`config.mk`:
```
export PLATFORM = sky130hd
export DESIGN_NAME = fetch_pc_gen
export DESIGN_NICKNAME = d
export VERILOG_FILES = /design/src/rtl/fetch_pc_gen.sv
export SDC_FILE = /design/constraint.sdc
export NUM_CORES = 1
export LEC_CHECK = 0
export BUFFER_PORTS_ARGS = -buffer_cell sky130_fd_sc_hd__buf_2
export CAP_MARGIN = 20
export CORE_MARGIN = 2
export CORE_UTILIZATION = 55
export CTS_CLUSTER_SIZE = 24
export DETAILED_ROUTE_END_ITERATION = 6
export HOLD_SLACK_MARGIN = 0.08
export PLACE_DENSITY_LB_ADDON = 0.15
export SYNTH_ARGS = -nofsm -noshare
export SYNTH_HDL_FRONTEND = slang
export SYNTH_SLANG_ARGS = --single-unit
```
`constraint.sdc`:
```
create_clock -name clk -period 6.7 [get_ports clk]
set_clock_uncertainty 0.15 [all_clocks]
set_input_delay 1.675 -clock clk [delete_from_list [all_inputs] [get_ports clk]]
set_output_delay 1.675 -clock clk [all_outputs]
set_load 0.01 [all_outputs]
```
`src/rtl/fetch_pc_gen.sv`:
```
// Fetch PC generator: keeps the F, D and X slots of a three-stage front end,
// follows branch predictions at fetch and redirects on an EXEC mispredict.
module fetch_pc_gen #(
  parameter logic [31:0] RESET_PC = 32'h0000_0000,
  parameter logic [31:0] PC_STEP  = 32'd1
) (
  input  logic        clk,
  input  logic        rst_n,
  input  logic        stall,
  input  logic        f_predict_valid,
  input  logic [31:0] f_predict_addr,
  input  logic        x_branch_valid,
  input  logic        x_branch_taken,
  input  logic [31:0] x_target_addr,
  output logic [31:0] f_pc,
  output logic        f_valid,
  output logic [31:0] d_pc,
  output logic        d_valid,
  output logic        x_predict_res,
  output logic        x_redirect
);

  logic [31:0] f_pc_q, f_pc_d;
  logic        f_valid_q, f_valid_d;
  logic [31:0] d_pc_q, d_pc_d;
  logic        d_valid_q, d_valid_d;
  logic        d_pred_q, d_pred_d;
  logic [31:0] d_pred_addr_q, d_pred_addr_d;
  logic [31:0] x_pc_q, x_pc_d;
  logic        x_valid_q, x_valid_d;
  logic        x_pred_q, x_pred_d;
  logic [31:0] x_pred_addr_q, x_pred_addr_d;

  logic        pred_taken;
  logic        resolve;
  logic [31:0] x_seq_pc;
  logic [31:0] actual_pc;
  logic [31:0] predicted_pc;
  logic        mispredict;

  // Branch resolution in X; a branch report against an empty X slot is ignored.
  always_comb begin
    pred_taken   = f_valid_q & f_predict_valid;
    resolve      = x_branch_valid & x_valid_q;
    x_seq_pc     = x_pc_q + PC_STEP;
    actual_pc    = x_branch_taken ? x_target_addr : x_seq_pc;
    predicted_pc = x_pred_q ? x_pred_addr_q : x_seq_pc;
    mispredict   = resolve & (actual_pc != predicted_pc);
  end

  assign x_redirect    = mispredict;
  assign x_predict_res = resolve & ~mispredict;

  // Next-state selection: redirect beats everything, then fetch start-up, stall, prediction.
  always_comb begin
    f_pc_d        = f_pc_q;
    f_valid_d     = f_valid_q;
    d_pc_d        = d_pc_q;
    d_valid_d     = d_valid_q;
    d_pred_d      = d_pred_q;
    d_pred_addr_d = d_pred_addr_q;
    x_pc_d        = x_pc_q;
    x_valid_d     = x_valid_q;
    x_pred_d      = x_pred_q;
    x_pred_addr_d = x_pred_addr_q;

    if (mispredict) begin
      // Restart fetch at the resolved address and kill the younger slots.
      f_pc_d    = actual_pc;
      f_valid_d = 1'b1;
      d_valid_d = 1'b0;
      x_valid_d = 1'b0;
    end else begin
      if (!f_valid_q) begin
        // First fetch after reset reuses the current PC.
        f_valid_d = 1'b1;
      end else if (!stall) begin
        f_pc_d = pred_taken ? f_predict_addr : (f_pc_q + PC_STEP);
      end

      if (stall) begin
        // F and D hold; X drains into a bubble.
        x_valid_d = 1'b0;
      end else begin
        d_pc_d        = f_pc_q;
        d_valid_d     = f_valid_q;
        d_pred_d      = pred_taken;
        d_pred_addr_d = f_predict_addr;
        x_pc_d        = d_pc_q;
        x_valid_d     = d_valid_q;
        x_pred_d      = d_pred_q;
        x_pred_addr_d = d_pred_addr_q;
      end
    end
  end

  // Slot registers; reset clears all in-flight state immediately.
  always_ff @(posedge clk or negedge rst_n) begin
    if (!rst_n) begin
      f_pc_q        <= RESET_PC;
      f_valid_q     <= 1'b0;
      d_pc_q        <= 32'h0;
      d_valid_q     <= 1'b0;
      d_pred_q      <= 1'b0;
      d_pred_addr_q <= 32'h0;
      x_pc_q        <= 32'h0;
      x_valid_q     <= 1'b0;
      x_pred_q      <= 1'b0;
      x_pred_addr_q <= 32'h0;
    end else begin
      f_pc_q        <= f_pc_d;
      f_valid_q     <= f_valid_d;
      d_pc_q        <= d_pc_d;
      d_valid_q     <= d_valid_d;
      d_pred_q      <= d_pred_d;
      d_pred_addr_q <= d_pred_addr_d;
      x_pc_q        <= x_pc_d;
      x_valid_q     <= x_valid_d;
      x_pred_q      <= x_pred_d;
      x_pred_addr_q <= x_pred_addr_d;
    end
  end

  assign f_pc    = f_pc_q;
  assign f_valid = f_valid_q;
  assign d_pc    = d_pc_q;
  assign d_valid = d_valid_q;

endmodule

```
; After elaboration in Yosys (flattened, before gate mapping)
; Index checks and enable logic that the tools add are counted.
[op_classes]
n_eq_ne = 2
reduce_logical = 3
addsub = 2
n_mux = 10
bitwise_logic = 6
[ops]
columns = op, count
row1 = 2-to-1 mux 32 bit, 6
row2 = "adder 32 x 1 -> 32 bit, second input constant", 2
row3 = inequality test 32 bit, 1
row4 = bitwise AND 1 bit, 4
row5 = 2-to-1 mux 1 bit, 4
row6 = AND reduction 2 bit, 2
row7 = "inequality test 2 x 1 -> 1 bit, second input constant", 1
row8 = NOT 1 bit, 2
row9 = nonzero test 2 bit, 1
[totals]
inputBits = 70
output_inout_bits = 68
regBits = 165

; Depth between registers and ports, before layout
[depth]
word_depth = 6
mapped_depth = 15
mapped_depth_nobuf = 12

; Least setup slack after synthesis
; OpenSTA, ideal clock, no wires.
[synth_timing]
path_type = input port to output port
startpoint = in x_branch_taken
endpoint = out x_redirect
required_ps = 4875
setup_slack_ps = 784
path_stages = 10
arrival_time_ps = 4091
cell_sequence = clkbuf_1 > mux2i_1 > xnor2_1 > a21oi_1 > nand4_1 > or4_1 > a2111o_1 > a2111oi_2 > a31o_2 > inv_2
[synth_between]
elab_chain_cells = 3
[synth_rtl]
columns = item, line
row1 = from (decl), 13  ; input logic x_branch_taken,
row2 = 2-to-1 mux 32 bit, 46  ; actual_pc = x_branch_taken ? x_target_addr : x_seq_pc;
row3 = inequality test 32 bit, 48  ; mispredict = resolve & (actual_pc != predicted_pc);
row4 = bitwise AND 1 bit, 48
row5 = to (decl), 20  ; output logic x_redirect
; No other way between the ends.

; Worst setup path after layout
; Ends and elaborated chain as after synthesis.

==> results.txt <==
Crit path kind = input port to primary output
Most frequent cell after synthesis = dfrtp_1
# clock sinks = 165
Final Cycle Share = 94.2%
Die ar. = 19900 µm²
Post-DP HPWL = 24100 µm
HP Class = register to register
Distinct cells, synth = 74
Crit. path cell count = 11
Number of diodes = 0
R2R Setup Slk = 1.48 ns
Int Power = 2.44 mW
Nets = 1213
Final GP Congestion = 0.971
Synth Warn # = 0
Total CTS buffers = 17
Cell mode on critical path = buf_2
Main area contributors after synthesis = dfrtp_1, mux2_1, mux2_2
Seq cells post-synth = 165
R2R depth = 14
Grt total ovfl = 0
Layout cells sized above 1 = 22.4%
H-tree levels = 4
CP bufs+invs = 3
CP max stage delay = 0.54 ns
CTS tree = yes
RSZ-0062 raised after global routing = no
Largest net degree at the start of global routing = 78
Logic pwr share = 33.0%
Vias in the first global route = 8051
Startpoint types = input port
Clock buffer depth = 2
Vias per inst = 6.34
Failing checks = DRC
Post_cts resized = 0
Antenna violations before repair = 1
Sum of negative setup slack = 0 ns
Met2 Use GR = 46.7%
Filler Cells Inserted = 1588
IO buf count = 137
# Post-CTS Setup Buffers = 0
Leakage = 4.85 nW
Worst slew pin tran = 1.04 ns
Detailed Routing Iterations Pass 1 = 7
Worst R2R End = x_pc_q[5]
Core area = 18600 µm²
CP Cell Sequence = buf_2 > nor2b_1 > and2_1 > a32oi_1 > nand4_1 > or4_1 > a2111o_1 > a2111oi_2 > a31o_2 > inv_2 > buf_2
Status = finished, violations left
Fin util = 62.9%
Initial Utilization = 55.7%
Cell family with most CP delay = compound AO/OA/AOI/OAI gates
Seq/Total Area, Yosys = 39.9%
Slew Limit Fails = 0
Fin crit period = 6.31 ns
Peak supply drop = 0.000218 V
DR DRC count = 9
Slew HR = 30.7%
IO Count = 138
Worst EP arrival = 4.49 ns
Clk slew on worst S/H paths = 0.06 ns
Post-synth EDFFs = 0
Post-Syn Instances = 1040
Clk_lat worst skew = 0.45 ns
Crit end category = primary output
Maxcap violations = 0
CP max-delay cell = or4_1
CP endpoint = x_redirect
Synth top area share = 39.9%
Synth cell count leaders = dfrtp_1, mux2_1, nor2_1, a21oi_1, nand2_1
Violation count after the first detailed-route iteration = 994
Die X = 141 µm
Global-route wire length before repair = 48700 µm
Worst hold start = d_pred_addr_q[22]
Power share of the clock group = 24.6%
Detailed Route WL = 31700 µm
WP data required = 4.88 ns
Cell area after layout = 11700 µm²
Top FF cell, synth = dfrtp_1
Detail Route Antenna Nets = 0
Met1 Use GR = 51.1%
Post-Syn Nets = 1112
Yosys top cell by area = dfrtp_1
Netlist Area Pre-Place = 10400 µm²
Final setup viols = 0
Mean Syn Cell Area = 9.96 µm²
Sequential power share = 42.4%
Global Route Usage Sum = 32.6%
Power Density = 349 nW/µm²
Placed Area = 11100 µm²
CTS root buf = clkbuf_16
Hold buffers post-CTS = 0
Worst Path Max Fanout = 7
Hold Vio Cnt, Final = 0
Fmax = 158 MHz
Top Usage Layer GRT = met1
GR Util met3 = 5.94%
Die height = 141 µm
Ys async rst share = 100%
Area Growth Syn to Fin = 12.9%
WL per Instance = 22.9 µm
Crit path from = x_branch_taken
Switching pwr = 1.65 mW
Num rows = 50
Reg2Reg Launch Point = x_pc_q[0]
Vias = 8799
Switching share of total power = 40.3%
[cell families (layout without fill, tap and decap cells)]
logic type	Yosys count	after routing	synth area share [%]
other	1	1	0.0362
AOI/OAI and AO/OA	221	221	13.8
muxes	155	155	16.7
adders and majority gates	2	2	0.242
xor gates and xnor gates	95	95	9.14
buffers and inverters	90	204	4.70
DFF	165	165	39.9
and+or+nand+nor	311	311	15.5
[worst min path at each step]
stage / end / cells after the start / slack [ns]
final: d_pred_addr_q[22] / 1 / 0.33
after global routing: d_pred_addr_q[30] / 1 / 0.35
after CTS: d_pred_addr_q[30] / 1 / 0.34
after detailed placement: d_pred_addr_q[30] / 1 / 0.32
after global placement: d_pred_addr_q[18] / 1 / 0.31
after floorplan: d_pred_addr_q[0] / 1 / 0.30
[worst register-to-register path: cells and delay by family, from the launching register on]
family / cells / cell delay [ns]
compound gates: 5 / 1.86
simple gates: 4 / 1.34
buf+inv: 3 / 0.56
flops: 1 / 0.48
mux: 1 / 0.45
fa+ha+maj: 1 / 0.26
[metal layers]
| metal | wire, µm | vias up | share of wire, % |
|---|---|---|---|
| met1 | 15000 | 4324 | 47 |
| met5 | 0 | - | 0 |
| met3 | 2730 | 43 | 8.6 |
| met2 | 13600 | 422 | 43 |
| li1 | - | 4010 | - |
| met4 | 493 | 0 | 1.6 |
[power groups by stage]
stage                     sequential [mW]  combinational, mW  clock, mW
final                                1.73               1.35       1.00
after global routing                 1.77               1.46       1.06
after CTS                            1.71               1.34       1.02
after detailed placement             1.73               1.33          0
after global placement               1.72               1.31          0
after floorplan                      1.53              0.967          0
[sequential cells by signal, indices dropped and copies added, names as in the netlist]
| name | count |
|---|---|
| d_pc | 32 |
| d_pred_addr_q | 32 |
| d_pred_q | 1 |
| d_valid | 1 |
| f_pc | 32 |
| f_valid | 1 |
| x_pc_q | 32 |
| x_pred_addr_q | 32 |
| x_pred_q | 1 |
| x_valid_q | 1 |
[per-stage QoR]
step	power (mW)	std cells	hold slack, ns	setup slack, ns
after floorplan	2.49	1040	0.302	0.784
after global placement	3.03	1356	0.313	0.450
after detailed placement	3.05	1356	0.319	0.439
after CTS	4.06	1388	0.335	0.429
after global routing	4.28	1388	0.349	0.268
final	4.08	1388	0.332	0.388
[layout make-up]
cell class              instances  area, µm²  area share, %
well taps                     234        293           2.50
multi-input cells             785       5740           49.1
repair buffers                160        890           7.61
clock buffers                  18        429           3.67
flip-flops and latches        165       4130           35.3
inverters                      12       45.0          0.385
clock inverters                14        165           1.41
[cell usage in the layout, fill, tap and decap left out, types with 6 or more instances in the layout]
master,Yosys,final
buf_2,13,136
nor2_1,83,83
nand3_1,37,37
a31oi_1,15,15
nor3b_1,6,6
dfrtp_1,165,165
mux2i_1,19,19
and3_1,10,10
nand2b_1,14,13
inv_1,11,11
and2_1,11,11
a211oi_1,7,7
nand4_1,24,24
o221ai_1,17,17
or3_1,7,7
a21oi_1,72,72
mux2_2,46,46
or2_2,6,6
nand2_1,52,52
xnor2_1,51,51
nor2b_1,6,6
clkbuf_16,0,17
mux2_1,89,89
nor3_1,22,22
xor2_1,36,36
o211ai_1,13,13
o21ai_0,51,51
buf_4,4,21
nor4_1,15,15
No activity file was read; power rests on OpenSTA's default activity.
